File: src/rtl/life_pkg.sv
// Shared encodings, sweep FSM states, default rule masks and small helpers
// for the row-serial Game of Life engine.
package life_pkg;

    localparam logic [1:0] ST_IDLE    = 2'b00;
    localparam logic [1:0] ST_PROGRAM = 2'b01;
    localparam logic [1:0] ST_RUN     = 2'b10;
    localparam logic [1:0] ST_PAUSE   = 2'b11;

    typedef enum logic [1:0] {
        S_IDLE   = 2'd0,
        S_SWEEP  = 2'd1,
        S_COMMIT = 2'd2
    } sweep_t;

    // Bit n of a mask applies to a cell with n live neighbours.
    localparam logic [8:0] RULE_B3  = 9'b000001000;
    localparam logic [8:0] RULE_S23 = 9'b000001100;

    function automatic int idx(input int r, input int c, input int cols);
        return r * cols + c;
    endfunction

    function automatic logic [3:0] pop3(input logic [2:0] v);
        return 4'(v[0]) + 4'(v[1]) + 4'(v[2]);
    endfunction

endpackage

File: src/rtl/life_engine_rs_if.sv
// Control/display bundle of the Life engine; the control FSM side is master,
// the engine is slave.
interface life_engine_rs_if #(
    parameter int ROWS  = 8,
    parameter int COLS  = 8,
    parameter int GEN_W = 16
);
    import life_pkg::*;

    localparam int N  = ROWS * COLS;
    localparam int IW = $clog2(N);
    localparam int RW = $clog2(ROWS);

    // Step handshake: step_req is valid, (state==RUN && !busy) is ready; a
    // generation starts on the rising clock edge where both hold. step_req is
    // not queued, so a request that sees ready low is simply dropped.
    logic [1:0]       state;
    logic             prog_valid;
    logic             prog_bit;
    logic             step_req;
    logic [N-1:0]     grid;
    logic [IW-1:0]    prog_idx;
    logic             busy;
    logic             gen_done;
    logic [GEN_W-1:0] gen_count;
    logic             stable;
    logic             extinct;
    sweep_t           dbg_fsm;
    logic [RW-1:0]    dbg_row;

    modport master (
        output state, prog_valid, prog_bit, step_req,
        input  grid, prog_idx, busy, gen_done, gen_count, stable, extinct,
               dbg_fsm, dbg_row
    );

    modport slave (
        input  state, prog_valid, prog_bit, step_req,
        output grid, prog_idx, busy, gen_done, gen_count, stable, extinct,
               dbg_fsm, dbg_row
    );

endinterface

File: src/rtl/life_row_eval.sv
// Combinational next-state of one grid row from the rows above, at and below it.
module life_row_eval import life_pkg::*; #(
    parameter int         COLS    = 8,
    parameter int         WRAP    = 0,
    parameter logic [8:0] BIRTH   = RULE_B3,
    parameter logic [8:0] SURVIVE = RULE_S23
) (
    input  logic [COLS-1:0] up_i,
    input  logic [COLS-1:0] mid_i,
    input  logic [COLS-1:0] dn_i,
    output logic [COLS-1:0] row_o
);

    // Widened so any 4-bit count indexes in range; counts above 8 cannot occur.
    localparam logic [15:0] BIRTH_M   = {7'd0, BIRTH};
    localparam logic [15:0] SURVIVE_M = {7'd0, SURVIVE};

    for (genvar c = 0; c < COLS; c++) begin : g_col
        localparam int CL    = (c == 0) ? COLS - 1 : c - 1;
        localparam int CR    = (c == COLS - 1) ? 0 : c + 1;
        localparam bit HAS_L = (c != 0) || (WRAP != 0);
        localparam bit HAS_R = (c != COLS - 1) || (WRAP != 0);

        logic [2:0] lft;
        logic [2:0] ctr;
        logic [2:0] rgt;
        logic [3:0] n;

        assign lft   = HAS_L ? {up_i[CL], mid_i[CL], dn_i[CL]} : 3'b000;
        assign ctr   = {up_i[c], 1'b0, dn_i[c]};
        assign rgt   = HAS_R ? {up_i[CR], mid_i[CR], dn_i[CR]} : 3'b000;
        assign n     = pop3(lft) + pop3(ctr) + pop3(rgt);
        assign row_o[c] = mid_i[c] ? SURVIVE_M[n] : BIRTH_M[n];
    end

endmodule

File: src/rtl/life_engine_rs.sv
// Row-serial Game of Life engine: programmable grid, one row evaluated per
// cycle into a shadow buffer, then committed atomically.
module life_engine_rs import life_pkg::*; #(
    parameter int         ROWS    = 8,
    parameter int         COLS    = 8,
    parameter int         WRAP    = 0,
    parameter logic [8:0] BIRTH   = RULE_B3,
    parameter logic [8:0] SURVIVE = RULE_S23,
    parameter int         GEN_W   = 16
) (
    input  logic            clka,
    input  logic            stop,
    life_engine_rs_if.slave bus
);

    localparam int N  = ROWS * COLS;
    localparam int IW = $clog2(N);
    localparam int RW = $clog2(ROWS);
    localparam logic [RW-1:0] LAST_ROW = RW'(ROWS - 1);
    localparam logic [IW-1:0] LAST_IDX = IW'(N - 1);

    sweep_t           fsm_q, fsm_d;
    logic [RW-1:0]    row_q, row_d;
    logic [N-1:0]     grid_q;
    logic [N-1:0]     next_q;
    logic [IW-1:0]    prog_idx_q;
    logic [GEN_W-1:0] gen_count_q;
    logic             gen_done_q;
    logic             stable_q;
    logic             extinct_q;

    logic             accept;
    int               row_base;
    logic [COLS-1:0]  up_row;
    logic [COLS-1:0]  mid_row;
    logic [COLS-1:0]  dn_row;
    logic [COLS-1:0]  new_row;

    assign accept = (fsm_q == S_IDLE) && (bus.state == ST_RUN) && bus.step_req;

    always_ff @(posedge clka or posedge stop) begin
        if (stop) begin
            fsm_q <= S_IDLE;
            row_q <= '0;
        end else begin
            fsm_q <= fsm_d;
            row_q <= row_d;
        end
    end

    always_comb begin
        fsm_d = fsm_q;
        row_d = row_q;
        case (fsm_q)
            S_IDLE: begin
                if (accept) begin
                    fsm_d = S_SWEEP;
                    row_d = '0;
                end
            end
            S_SWEEP: begin
                if (row_q == LAST_ROW) fsm_d = S_COMMIT;
                else                   row_d = row_q + RW'(1);
            end
            S_COMMIT: fsm_d = S_IDLE;
            default:  fsm_d = S_IDLE;
        endcase
    end

    // Neighbour rows for the row under evaluation; off-grid rows read as dead
    // unless the grid is a torus.
    always_comb begin
        row_base = idx(int'(row_q), 0, COLS);
        mid_row  = grid_q[row_base +: COLS];
        up_row   = '0;
        dn_row   = '0;
        if (row_q != '0)     up_row = grid_q[row_base - COLS +: COLS];
        else if (WRAP != 0)  up_row = grid_q[idx(ROWS - 1, 0, COLS) +: COLS];
        if (row_q != LAST_ROW) dn_row = grid_q[row_base + COLS +: COLS];
        else if (WRAP != 0)    dn_row = grid_q[0 +: COLS];
    end

    life_row_eval #(
        .COLS    (COLS),
        .WRAP    (WRAP),
        .BIRTH   (BIRTH),
        .SURVIVE (SURVIVE)
    ) u_row_eval (
        .up_i  (up_row),
        .mid_i (mid_row),
        .dn_i  (dn_row),
        .row_o (new_row)
    );

    // grid_q only changes outside a sweep, so every row of a generation sees
    // the same predecessor.
    always_ff @(posedge clka or posedge stop) begin
        if (stop) begin
            grid_q      <= '0;
            next_q      <= '0;
            prog_idx_q  <= '0;
            gen_count_q <= '0;
            gen_done_q  <= 1'b0;
            stable_q    <= 1'b0;
            extinct_q   <= 1'b0;
        end else begin
            gen_done_q <= 1'b0;
            case (fsm_q)
                S_SWEEP: next_q[row_base +: COLS] <= new_row;
                S_COMMIT: begin
                    grid_q     <= next_q;
                    gen_done_q <= 1'b1;
                    stable_q   <= (next_q == grid_q);
                    extinct_q  <= (next_q == '0);
                    if (gen_count_q != '1) gen_count_q <= gen_count_q + GEN_W'(1);
                end
                default: begin
                    case (bus.state)
                        ST_IDLE: begin
                            grid_q      <= '0;
                            next_q      <= '0;
                            prog_idx_q  <= '0;
                            gen_count_q <= '0;
                            stable_q    <= 1'b0;
                            extinct_q   <= 1'b0;
                        end
                        ST_PROGRAM: begin
                            if (bus.prog_valid) begin
                                grid_q[prog_idx_q] <= bus.prog_bit;
                                prog_idx_q <= (prog_idx_q == LAST_IDX) ? '0
                                                                       : prog_idx_q + IW'(1);
                            end
                        end
                        ST_RUN, ST_PAUSE: ;
                        default: ;
                    endcase
                end
            endcase
        end
    end

    assign bus.grid      = grid_q;
    assign bus.prog_idx  = prog_idx_q;
    assign bus.busy      = (fsm_q != S_IDLE);
    assign bus.gen_done  = gen_done_q;
    assign bus.gen_count = gen_count_q;
    assign bus.stable    = stable_q;
    assign bus.extinct   = extinct_q;
    assign bus.dbg_fsm   = fsm_q;
    assign bus.dbg_row   = row_q;

endmodule

File: src/flat_wrapper.sv
// flat-port wrapper written by rule: the top's interface ports become plain ports
module life_engine_rs_flat import life_pkg::*;
#(
    parameter int         ROWS    = 8,
    parameter int         COLS    = 8,
    parameter int         WRAP    = 0,
    parameter logic [8:0] BIRTH   = RULE_B3,
    parameter logic [8:0] SURVIVE = RULE_S23,
    parameter int         GEN_W   = 16
)
  (clka, stop, bus_state, bus_prog_valid, bus_prog_bit, bus_step_req, bus_grid, bus_prog_idx, bus_busy, bus_gen_done, bus_gen_count, bus_stable, bus_extinct, bus_dbg_fsm, bus_dbg_row);
  life_engine_rs_if #(.ROWS(ROWS), .COLS(COLS), .GEN_W(GEN_W)) bus_i ();
  input  logic clka;
  input  logic stop;
  input wire logic [$bits(bus_i.state)-1:0] bus_state;
  input wire logic [$bits(bus_i.prog_valid)-1:0] bus_prog_valid;
  input wire logic [$bits(bus_i.prog_bit)-1:0] bus_prog_bit;
  input wire logic [$bits(bus_i.step_req)-1:0] bus_step_req;
  output wire logic [$bits(bus_i.grid)-1:0] bus_grid;
  output wire logic [$bits(bus_i.prog_idx)-1:0] bus_prog_idx;
  output wire logic [$bits(bus_i.busy)-1:0] bus_busy;
  output wire logic [$bits(bus_i.gen_done)-1:0] bus_gen_done;
  output wire logic [$bits(bus_i.gen_count)-1:0] bus_gen_count;
  output wire logic [$bits(bus_i.stable)-1:0] bus_stable;
  output wire logic [$bits(bus_i.extinct)-1:0] bus_extinct;
  output wire logic [$bits(bus_i.dbg_fsm)-1:0] bus_dbg_fsm;
  output wire logic [$bits(bus_i.dbg_row)-1:0] bus_dbg_row;
  assign bus_i.state = bus_state;
  assign bus_i.prog_valid = bus_prog_valid;
  assign bus_i.prog_bit = bus_prog_bit;
  assign bus_i.step_req = bus_step_req;
  assign bus_grid = bus_i.grid;
  assign bus_prog_idx = bus_i.prog_idx;
  assign bus_busy = bus_i.busy;
  assign bus_gen_done = bus_i.gen_done;
  assign bus_gen_count = bus_i.gen_count;
  assign bus_stable = bus_i.stable;
  assign bus_extinct = bus_i.extinct;
  assign bus_dbg_fsm = bus_i.dbg_fsm;
  assign bus_dbg_row = bus_i.dbg_row;
  life_engine_rs #(.ROWS(ROWS), .COLS(COLS), .WRAP(WRAP), .BIRTH(BIRTH), .SURVIVE(SURVIVE), .GEN_W(GEN_W)) u_core (.clka(clka), .stop(stop), .bus(bus_i));
endmodule
File: config.mk
export PLATFORM = sky130hd
export DESIGN_NAME = life_engine_rs_flat
export DESIGN_NICKNAME = d
export VERILOG_FILES = /design/src/rtl/life_pkg.sv /design/src/rtl/life_engine_rs_if.sv /design/src/rtl/life_row_eval.sv /design/src/rtl/life_engine_rs.sv /design/src/flat_wrapper.sv
export SDC_FILE = /design/constraint.sdc
export NUM_CORES = 1
export LEC_CHECK = 0
export BUFFER_PORTS_ARGS = -buffer_cell sky130_fd_sc_hd__buf_4
export CORE_UTILIZATION = 25
export CTS_CLUSTER_SIZE = 30
export DETAILED_ROUTE_END_ITERATION = 8
export GPL_TIMING_DRIVEN = 1
export PLACE_DENSITY = 0.39
export SYNTH_ARGS = -nofsm -noshare
export SYNTH_HDL_FRONTEND = slang
export SYNTH_HIERARCHICAL = 1
export SYNTH_SLANG_ARGS = --single-unit
File: constraint.sdc
create_clock -name clka -period 5.8 [get_ports clka]
set_input_delay 1.74 -clock clka [delete_from_list [all_inputs] [get_ports clka]]
set_output_delay 1.74 -clock clka [all_outputs]
set_load 0.02 [all_outputs]
### Yosys cells after proc, flatten, opt, wreduce, memory -nomap -nowiden

Memories as Yosys holds them, arrays and structs flattened.
Cells that the tools add are included.

| storage, ports and cells | value |
|---|---|
| bits in registers | 158 |
| bits in read-only memories | 256 |
| bits of input ports | 7 |
| output and inout port bits | 95 |
| memories kept | 16 |

| cells by class | value |
|---|---|
| add/sub/neg operators | 44 |
| order comparisons | 10 |
| equality and inequality tests | 15 |
| shift operators | 5 |
| muxes and demuxes | 51 |
| bitwise logic cells | 3 |
| reduce and logical (&&, ||, !) cells | 21 |

Memories:

| name | depth | width | rd ports | clocked after memory_dff | wr ports | line | source |
|---|---|---|---|---|---|---|---|
| (no name shown) | 16 | 1 | 1 | 0 | 0 | life_row_eval.sv:33 | `assign row_o[c] = mid_i[c] ? SURVIVE_M[n] : BIRTH_M[n];` |
| (no name shown) | 16 | 1 | 1 | 0 | 0 | life_row_eval.sv:33 |  |
| (no name shown) | 16 | 1 | 1 | 0 | 0 | life_row_eval.sv:33 |  |
| (no name shown) | 16 | 1 | 1 | 0 | 0 | life_row_eval.sv:33 |  |
| (no name shown) | 16 | 1 | 1 | 0 | 0 | life_row_eval.sv:33 |  |
| (no name shown) | 16 | 1 | 1 | 0 | 0 | life_row_eval.sv:33 |  |
| 10 more memories | - | - | - | - | - | - |  |

Operator list:

| kind | number |
|---|---|
| 64-bit case mux with 2 select lines | 3 |
| 64-bit bitwise mux | 2 |
| 64-bit 2-to-1 mux | 2 |
| 64-bit by 32-bit indexed part select with 8-bit output | 2 |
| 64-bit equality test | 1 |
| 64-bit logical NOT | 1 |
| 8-bit by 33-bit variable shift with 64-bit output, first input constant | 1 |
| 64-bit by 7-bit indexed part select with 8-bit output | 1 |
| 8-bit by 33-bit indexed part select with 64-bit output | 1 |
| 4-bit by 5-bit < comparator with 1-bit output, second input constant | 8 |
| 6-bit negator with 33-bit output | 1 |
| 1-bit by 1-bit adder with 2-bit output | 16 |
| 16-bit 2-to-1 mux | 2 |
| 16-bit case mux with 2 select lines | 1 |
| 3-bit by 2-bit adder with 4-bit output | 7 |
| 1-bit 2-to-1 mux | 27 |
| 2-bit by 1-bit adder with 3-bit output | 8 |
| 4-bit adder | 5 |
| 16-bit by 1-bit adder with 16-bit output, second input constant | 1 |
| 8-bit 2-to-1 mux | 2 |
| 16-bit inequality test, second input constant | 1 |
| 6-bit 2-to-1 mux | 2 |
| 6-bit case mux with 2 select lines | 1 |
| 3-bit AND reduction | 4 |
| other kinds (28) | 49 |

### Logic depth before layout (Yosys ltp)

Gate-level depths: netlist (run 1).

| depth | value |
|---|---|
| depth in word-level cells | 13 |
| depth in mapped cells | 23 |
| gate-level depth less buffers | 17 |

### Hierarchy

The synthesis (run 1) kept the hierarchy.

By module, submodules not included:

| module | times used | cells an instance | area each (sq um) | sequential area each (sq um) |
|---|---|---|---|---|
| life_engine_rs | 1 | 1,091 | 10,183.5 | 3,953.8 |
| life_row_eval | 1 | 111 | 1,081.0 | 0.0 |

### Worst setup path after synthesis (run 1)

OpenSTA, ideal clock, no wires.

| timing | value |
|---|---|
| kind | register -> register |
| start point | reg u_core.row_q[0], in the netlist u_core/bus.dbg_row[0] |
| end point | reg u_core.next_q[14] |
| arrival time | 5.116 ns |
| data required time | 5.717 ns |
| path slack | 0.601 ns |
| stages on the path, launching flop included | 23 |
| buffers on the path | 7 |
| clock period less this slack | 5.199 ns |
| path through | dfrtp_1 buf_4 buf_4 buf_2 inv_1 ha_1 buf_2 clkbuf_1 buf_1 a21oi_1 nand2_1 a21oi_1 fa_1 inv_1 fa_1 inv_1 ha_1 fa_1 or2_2 a21oi_1 clkbuf_1 nand3_1 o21ai_0 |

| on the way | value |
|---|---|
| elaborated cells between the ends (all ways) | 92 |
| those cells by class | 41 x add/sub; 1 x eq/ne; 5 x shift; 28 x mux; 1 x reduce/logical; 16 x memory |

RTL lines:

| element | line | source |
|---|---|---|
| start, declared | life_engine_rs.sv:23 | `logic [RW-1:0] row_q, row_d;` |
| start signal, assigned | life_engine_rs.sv:47 | `row_q <= row_d;` |
| 6-bit by 4-bit subtractor with 7-bit output | life_engine_rs.sv:77 | `if (row_q != '0) up_row = grid_q[row_base - COLS +: COLS];` |
| 64-bit by 32-bit indexed part select with 8-bit output | life_engine_rs.sv:77 |  |
| 8-bit 2-to-1 mux (*) | life_engine_rs.sv:77 |  |
| via u_core.up_row[6] | life_engine_rs.sv:34 | `logic [COLS-1:0] up_row;` |
| 1-bit by 1-bit adder with 2-bit output (*) | life_pkg.sv:25 | `return 4'(v[0]) + 4'(v[1]) + 4'(v[2]);` |
| 3-bit by 2-bit adder with 4-bit output (*) | life_row_eval.sv:32 | `assign n = pop3(lft) + pop3(ctr) + pop3(rgt);` |
| 4-bit by 3-bit adder with 4-bit output (*) | life_row_eval.sv:32 |  |
| memory read 16 x 1 bit | - |  |
| 1-bit 2-to-1 mux (implied by the code) | life_row_eval.sv:33 |  |
| 1-bit 2-to-1 mux (*) | life_row_eval.sv:33 |  |
| via u_core.new_row[6] | life_engine_rs.sv:37 | `logic [COLS-1:0] new_row;` |
| 8-bit by 33-bit indexed part select with 64-bit output (*) | life_engine_rs.sv:109 | `S_SWEEP: next_q[row_base +: COLS] <= new_row;` |
| 64-bit bitwise mux (*) | life_engine_rs.sv:109 |  |
| 64-bit case mux with 2 select lines (*) | life_engine_rs.sv:108 | `case (fsm_q)` |
| end signal, assigned by index | life_engine_rs.sv:109 |  |
| end, declared | life_engine_rs.sv:25 | `logic [N-1:0] next_q;` |

Mark *: on every way through the listed nets, which the timed path passes. The rest lies on a longest branch. The select of a mux whose other input is x is not followed.
A chain may end at the register's enable or synchronous reset.

### Worst setup path after layout (run 1)

| timing | value |
|---|---|
| start point | reg u_core.row_q[0], in the netlist u_core/bus.dbg_row[0] |
| end point | reg u_core.next_q[14] |

| on the way | value |
|---|---|
| elaborated cells between the ends (all ways) | 92 |
| those cells by class | 41 x add/sub; 1 x eq/ne; 5 x shift; 28 x mux; 1 x reduce/logical; 16 x memory |

RTL lines:

| element | line |
|---|---|
| 6-bit by 4-bit subtractor with 7-bit output | life_engine_rs.sv:77 |
| 64-bit by 32-bit indexed part select with 8-bit output | life_engine_rs.sv:77 |
| 8-bit 2-to-1 mux (*) | life_engine_rs.sv:77 |
| via u_core.up_row[5] | life_engine_rs.sv:34 |
| 2-bit by 1-bit adder with 3-bit output (*) | life_pkg.sv:25 |
| 3-bit by 2-bit adder with 4-bit output (*) | life_row_eval.sv:32 |
| 4-bit by 3-bit adder with 4-bit output (*) | life_row_eval.sv:32 |
| memory read 16 x 1 bit | - |
| 1-bit 2-to-1 mux (implied by the code) | life_row_eval.sv:33 |
| 1-bit 2-to-1 mux (*) | life_row_eval.sv:33 |
| via u_core.new_row[6] | life_engine_rs.sv:37 |
| 8-bit by 33-bit indexed part select with 64-bit output (*) | life_engine_rs.sv:109 |
| 64-bit bitwise mux (*) | life_engine_rs.sv:109 |
| 64-bit case mux with 2 select lines (*) | life_engine_rs.sv:108 |

Marked as above.

==> results of run 1 <==
[tightest hold or removal path, cell delays in order (launching register included)]
cell and delay (ps):
dfrtp_1 350, nand2_1 50, nand2_1 50
[power by group]
group	leakage (nW)	switching, mW	internal [mW]
sequential	2.16	0.611	1.31
combinational	3.13	2.99	1.66
clock	0.264	0.502	0.634
total	5.56	4.10	3.61
[registers in the layout (all words and copies together), names as in the netlist]
register              count
u_core/bus.gen_done       1
u_core/next_q            64
u_core/bus.gen_count     16
u_core/bus.dbg_row        3
u_core/bus.stable         1
u_core/bus.prog_idx       6
u_core/bus.grid          64
u_core/bus.dbg_fsm        2
u_core/bus.extinct        1
[how the worst min path moves through the flow]
stage / startpoint / to / cells after the start
floorplan: u_core/next_q[14] / u_core/next_q[14] / 2
global placement: u_core/bus.extinct / u_core/bus.extinct / 2
detailed placement: u_core/bus.extinct / u_core/bus.extinct / 2
CTS: u_core/bus.extinct / u_core/bus.extinct / 2
global route: u_core/bus.extinct / u_core/bus.extinct / 2
finish: u_core/bus.extinct / u_core/bus.extinct / 2
[per-stage QoR]
step	hold slack, ps	cell area (sq um)	cells	utilization
after detailed placement	465	12600	1826	0.284
after global placement	469	12600	1825	0.284
after CTS	483	13200	1858	0.297
final	479	13200	1858	0.297
after floorplan	512	11300	1202	-
after global routing	515	13200	1858	0.297
[routing by layer]
metal  global-route usage  wire length [um]
met5                    0                 0
met4               0.0686              1280
met3               0.0431              3170
met2                0.334             22700
met1                0.323             24600
[area by class of cell]
type,count,area share
clock buffer,22,0.0338
clock inverter,10,0.00875
inverter,59,0.0171
multi-input combinational,889,0.509
sequential,158,0.301
tap,592,0.0563
timing repair buffer,128,0.0740
[cells in the final DEF (no fill, tap or decap), types with 37 or more instances in the layout]
cell / Yosys / layout
nand2_1: 84 / 84
inv_1: 57 / 56
o31ai_1: 57 / 57
a21oi_1: 110 / 110
nor2_1: 38 / 38
buf_4: 7 / 127
dfrtp_1: 158 / 156
ha_1: 38 / 37
a22o_1: 57 / 57
o21ai_0: 92 / 92
[cell families after synthesis]
| group | after synthesis | synth area share |
|---|---|---|
| AOI/OAI and AO/OA | 474 | 0.285 |
| muxes | 42 | 0.0654 |
| and+or+nand+nor | 263 | 0.121 |
| buffers and inverters | 155 | 0.0575 |
| adders and majority gates | 60 | 0.0813 |
| xor gates and xnor gates | 50 | 0.0389 |
| DFF | 158 | 0.351 |
==> impl_metrics.json, run 1 <==
{
  "synth-seq-area-share": 0.351,
  "tightest_slew_ps": 1460,
  "cp-start-kind": "flop",
  "rr_worst_depth": 15,
  "synth_warnings": 6,
  "avgSynthCellArea_sq_um": 9.37,
  "area_growth_pct": 16.7,
  "period_minus_slack_ps": 5200,
  "antenna_found_initial": 1,
  "multiInputGateArea_sq_mm": 0.00669,
  "critPathArrivalTime_ps": 5560,
  "min_path_type": "reg2reg",
  "slew_headroom": 0.0228,
  "max_freq_mhz": 192,
  "yosys.area.top_type": "dfrtp_1",
  "cp.depth": 15,
  "dieWidth_um": 214,
  "routedWlPerCell_um": 27.8,
  "die_h_um": 214,
  "power_mw": 7.71,
  "skew_ps": 18.3,
  "reg2reg_setup_slack_ps": 600,
  "ys_ff_latch": 158,
  "grt_pass1_wl_um": 74900,
  "syn_area_sq_mm": 0.0113,
  "diodes": 0,
  "crit_buf_inv": 3,
  "wl_um": 51700,
  "timing.rr.end": "u_core/next_q[14]",
  "cts.sink_count": 158,
  "syn-num-nets": 1269,
  "peakVddDrop_v": 0.000348,
  "dp_hpwl_um": 37200,
  "routed_via_density": 5.66,
  "tns_ps": 0,
  "netlist.area_leader.share": 0.351,
  "cts_buffer_depth": 2,
  "grt_overflow": 0,
  "status": "complete, no violations",
  "p_leak_nw": 5.56,
  "yosys-top-cells-count": "dfrtp_1, a21oi_1, o21ai_0, nand2_1",
  "finalHoldViolCount": 0,
  "rsz0062_at_grt": "false",
  "async_reset_ff_frac": 1.00,
  "drive_gt1_frac": 0.167,
  "yosys-top-cells-area": "dfrtp_1, a21oi_1, a22o_1",
  "critPathRequiredTime_ps": 6160,
  "slowest_stage": "ha_1",
  "max_stage_delay_ps": 730,
  "synth_cells": 1202,
  "ys_types": 73,
  "crit_end": "u_core/next_q[14]",
  "drc": 0,
  "grt_max_degree": 159,
  "initial_core_util": 0.254,
  "fin_ws_ps": 602,
  "synth_edf_count": 0,
  "cts_setup_buffers": 0,
  "grt_pass1_vias": 10300,
  "dieArea_sq_mm": 0.0459,
  "finalNetCount": 1320,
  "cp-end-kind": "flop",
  "rows": 77,
  "num_vias": 10500,
  "nFillCells": 4715,
  "htree_levels": 4,
  "antenna_left": 0,
  "cts.clk_slew.worst_paths_ps": 70,
  "cts_tree": "done",
  "ctsRootBufferMaster": "clkbuf_16",
  "gp_congestion": 0.937,
  "cts.repair.resized": 0,
  "reg2reg_from": "u_core/bus.dbg_row[0]",
  "core_area_sq_mm": 0.0443,
  "firstDrtPassIters": 8,
  "crit_type": "reg2reg",
  "regArea_sq_mm": 0.00396,
  "ys.flop_type": "dfrtp_1",
  "grt_util_all_layers": 0.223,
  "worstSetupStartpoint": "u_core/bus.dbg_row[0]",
  "powerDensity_mw_per_mm2": 586,
  "clock_latency_ps": 460,
  "cts_buffers": 17,
  "synth_most_common_cell": "dfrtp_1",
  "drt_iter0_drc": 1145,
  "cp_max_fo": 21,
  "final_max_slew_viol_count": 0,
  "hold_buffers": 0,
  "fin_crit_sh": 0.896,
  "critPathTopFamily": "adder cells",
  "maxCapViolCount": 0,
  "dp_slack_ps": 625,
  "setup_viol_count_final": 0,
  "port-buffer-count": 101,
  "cp_cell_sequence": "inv_1 -> ha_1 -> a221oi_1 -> a211o_1 -> a21oi_1 -> inv_1 -> fa_1 -> fa_1 -> inv_1 -> ha_1 -> fa_1 -> or2_2 -> a21oi_1 -> nand3_1 -> o21ai_0",
  "pin_count": 102
}
(Power assumes the default switching activity.)
==> inputs of run 2 (changes only) <==
--- a/config.mk
+++ b/config.mk
@@ -11,7 +11,7 @@
 export DETAILED_ROUTE_END_ITERATION = 8
 export GPL_TIMING_DRIVEN = 1
 export PLACE_DENSITY = 0.39
+export REMOVE_ABC_BUFFERS = 1
 export SYNTH_ARGS = -nofsm -noshare
 export SYNTH_HDL_FRONTEND = slang
-export SYNTH_HIERARCHICAL = 1
 export SYNTH_SLANG_ARGS = --single-unit
==> constraint.sdc (replaced) <==
create_clock -name clka -period 4.2 [get_ports clka]
set_input_delay 1.26 -clock clka [delete_from_list [all_inputs] [get_ports clka]]
set_output_delay 1.26 -clock clka [all_outputs]
set_load 0.02 [all_outputs]
==> impl_metrics.json, run 2 <==
{
  "grt_pass1_wl_um": 74700,
  "yosys-top-cells-count": "dfrtp_1, nand2_1, a21oi_1, o21ai_0, o21ai_1",
  "antenna_found_initial": 0,
  "final_max_slew_viol_count": 0,
  "num_vias": 10700,
  "drc": 0,
  "dp_hpwl_um": 39300,
  "met1_usage": 0.314,
  "finalNetCount": 1442,
  "ys_ff_latch": 158,
  "p_leak_nw": 5.92,
  "synth-seq-area-share": 0.356,
  "fin_crit_sh": 1.05,
  "grt_pass1_vias": 10600,
  "fin_util": 0.325,
  "grtUsageMet2": 0.368,
  "fin_cells": 1979,
  "drive_gt1_frac": 0.261,
  "firstDrtPassIters": 5,
  "worstSetupStartpoint": "u_core.bus.dbg_row[1]",
  "initial_core_util": 0.256,
  "tns_ps": -2720,
  "synth_warnings": 0,
  "routed_via_density": 5.40,
  "async_reset_ff_frac": 1.00,
  "cp-end-kind": "flop",
  "crit_type": "reg2reg",
  "grt_max_degree": 82,
  "cts_tree": "done",
  "ys.flop_type": "dfrtp_1",
  "cts_buffer_depth": 2,
  "die_h_um": 213,
  "reg2reg_setup_slack_ps": -220,
  "ctsRootBufferMaster": "clkbuf_16",
  "avgSynthCellArea_sq_um": 9.07,
  "cp_cell_sequence": "inv_2 -> ha_4 -> ha_4 -> inv_4 -> mux4_2 -> nand2b_4 -> fa_1 -> inv_2 -> fa_1 -> inv_2 -> fa_1 -> inv_1 -> ha_2 -> fa_2 -> o211ai_2 -> buf_12 -> o21ai_1",
  "htree_levels": 4,
  "nFillCells": 4605,
  "min_path_type": "reg2reg",
  "gp_congestion": 0.934,
  "area_growth_pct": 26.9,
  "skew_ps": 12.1,
  "crit_buf_inv": 6,
  "cts.sink_count": 158,
  "max_freq_mhz": 226,
  "rsz0062_at_grt": "true",
  "grt_overflow": 0,
  "dieArea_sq_mm": 0.0453,
  "synth_edf_count": 0,
  "slew_headroom": 0.302,
  "tightest_slew_ps": 1040,
  "peakVddDrop_v": 0.000476,
  "cts.clk_slew.worst_paths_ps": 70,
  "core_area_sq_mm": 0.0435,
  "reg2reg_from": "u_core.bus.dbg_row[1]",
  "cts_buffers": 17,
  "setup_viol_count_final": 16,
  "status": "finished, violations left",
  "dp_cells": 1932,
  "min_to": "u_core.bus.extinct",
  "final_common_cell": "buf_4",
  "rows": 76,
  "hold_start": "u_core.bus.extinct",
  "diodes": 0,
  "routedWlPerCell_um": 25.8,
  "whs_ps": 501,
  "powerDensity_mw_per_mm2": 726,
  "holdPathStages": 2,
  "grt.busiest_layer": "met2",
  "critPathRequiredTime_ps": 4580,
  "yosys-top-cells-area": "dfrtp_1, mux2i_1, nand2_1",
  "wl_um": 51000,
  "ys_types": 68,
  "final_cell_mix": "buf_4, dfrtp_1, nand2_1, a21oi_1",
  "cp_max_fo": 8,
  "clock_latency_ps": 460,
  "rr_worst_depth": 17,
  "drt_iter0_drc": 789,
  "port-buffer-count": 101,
  "finalHoldViolCount": 0,
  "maxCapViolCount": 0,
  "dp_slack_ps": -715,
  "yosys.area.top_type": "dfrtp_1",
  "dieWidth_um": 213,
  "critPathTopFamily": "adder cells",
  "timing.rr.end": "u_core.next_q[22]",
  "multiInputGateArea_sq_mm": 0.00685,
  "period_minus_slack_ps": 4420,
  "syn_area_sq_mm": 0.0111,
  "max_stage_delay_ps": 530,
  "pin_count": 102,
  "regArea_sq_mm": 0.00396,
  "synth_most_common_cell": "dfrtp_1",
  "netlist.area_leader.share": 0.356,
  "violations": "setup timing",
  "antenna_left": 0,
  "slowest_stage": "fa_2",
  "grt_util_all_layers": 0.230,
  "critPathArrivalTime_ps": 4800,
  "cp-start-kind": "flop",
  "fin_ws_ps": -223,
  "gr-usage-met3": 0.0244,
  "synth_cells": 1226
}
## run 2: cell types whose count changed in the layout (fill, tap and decap cells not counted), moves of 18 or more
cell	previous run	this run
buf_4	127	193
nand2_1	84	140
mux2i_1	11	57
a22o_1	57	13
o21ai_0	92	52
o21ai_1	1	37
o21ai_2	1	33
a211oi_1	29	5
o31ai_1	57	33
nor2_1	38	57
a21oi_1	110	92
## run 2: what timing repair did
action | 4_1_cts | 5_1_grt
cloned | 0 | 0
endpoints found under the setup margin | 48 | 48
pin swaps | 22 | 22
resized for setup | 55 | 37
hold buffers | 0 | 0
buffers inserted | 10 | 7
## run 2: metrics by stage
step | power [mW] | cell area [sq um]
6_report | 10.2 | 14100
5_1_grt | 10.9 | 14100
4_1_cts | 10.1 | 14000
3_5_place_dp | 8.02 | 13100
3_3_place_gp | 8.02 | 13100
2_1_floorplan | 5.31 | 10700
## run 2: how the worst max path moves through the flow
stage	end	cells past startpoint
global placement	u_core.next_q[14]	17
detailed placement	u_core.next_q[14]	17
CTS	u_core.next_q[46]	17
floorplan	u_core.next_q[46]	17
finish	u_core.next_q[22]	17
global route	u_core.next_q[54]	18
## run 2: cell type report
| type | count | share of cell area |
|---|---|---|
| Multi-Input combinational cell | 931 | 0.485 |
| Inverter | 60 | 0.0165 |
| Clock buffer | 21 | 0.0333 |
| Sequential cell | 158 | 0.280 |
| Timing Repair Buffer | 213 | 0.125 |
| Tap cell | 585 | 0.0519 |
| Clock inverter | 11 | 0.00762 |
## run 2: worst register-to-register path, cell delays in order, from the launching register on
cell and delay [ps]:
dfrtp_2 430, inv_2 90, ha_4 140, ha_4 200, inv_4 60, mux4_2 510
nand2b_4 160, fa_1 490, inv_2 60, fa_1 510, inv_2 40, fa_1 470
inv_1 40, ha_2 190, fa_2 530, o211ai_2 100, buf_12 170, o21ai_1 130
## run 2: power by group
part | switching, mW | internal, mW
clock network | 0.710 | 0.866
registers | 0.513 | 1.76
logic | 3.79 | 2.60
## run 2: per-layer routing
layer / wire (um) / part of all wire / vias up
li1: - / - / 4815
met1: 22600 / 0.44 / 5438
met2: 24200 / 0.47 / 358
met3: 2390 / 0.047 / 74
met4: 1770 / 0.035 / 0
met5: 0 / 0 / -
## run 2: cells by family (layout without fill, tap and decap cells)
logic type / count (synthesis) / count (layout) / synth area share
muxes: 82 / 82 / 0.0918
buffers and inverters: 137 / 305 / 0.0538
DFF: 158 / 158 / 0.356
AOI/OAI and AO/OA: 394 / 394 / 0.223
and+or+nand+nor: 344 / 344 / 0.156
xor gates and xnor gates: 57 / 57 / 0.0449
adders and majority gates: 54 / 54 / 0.0756
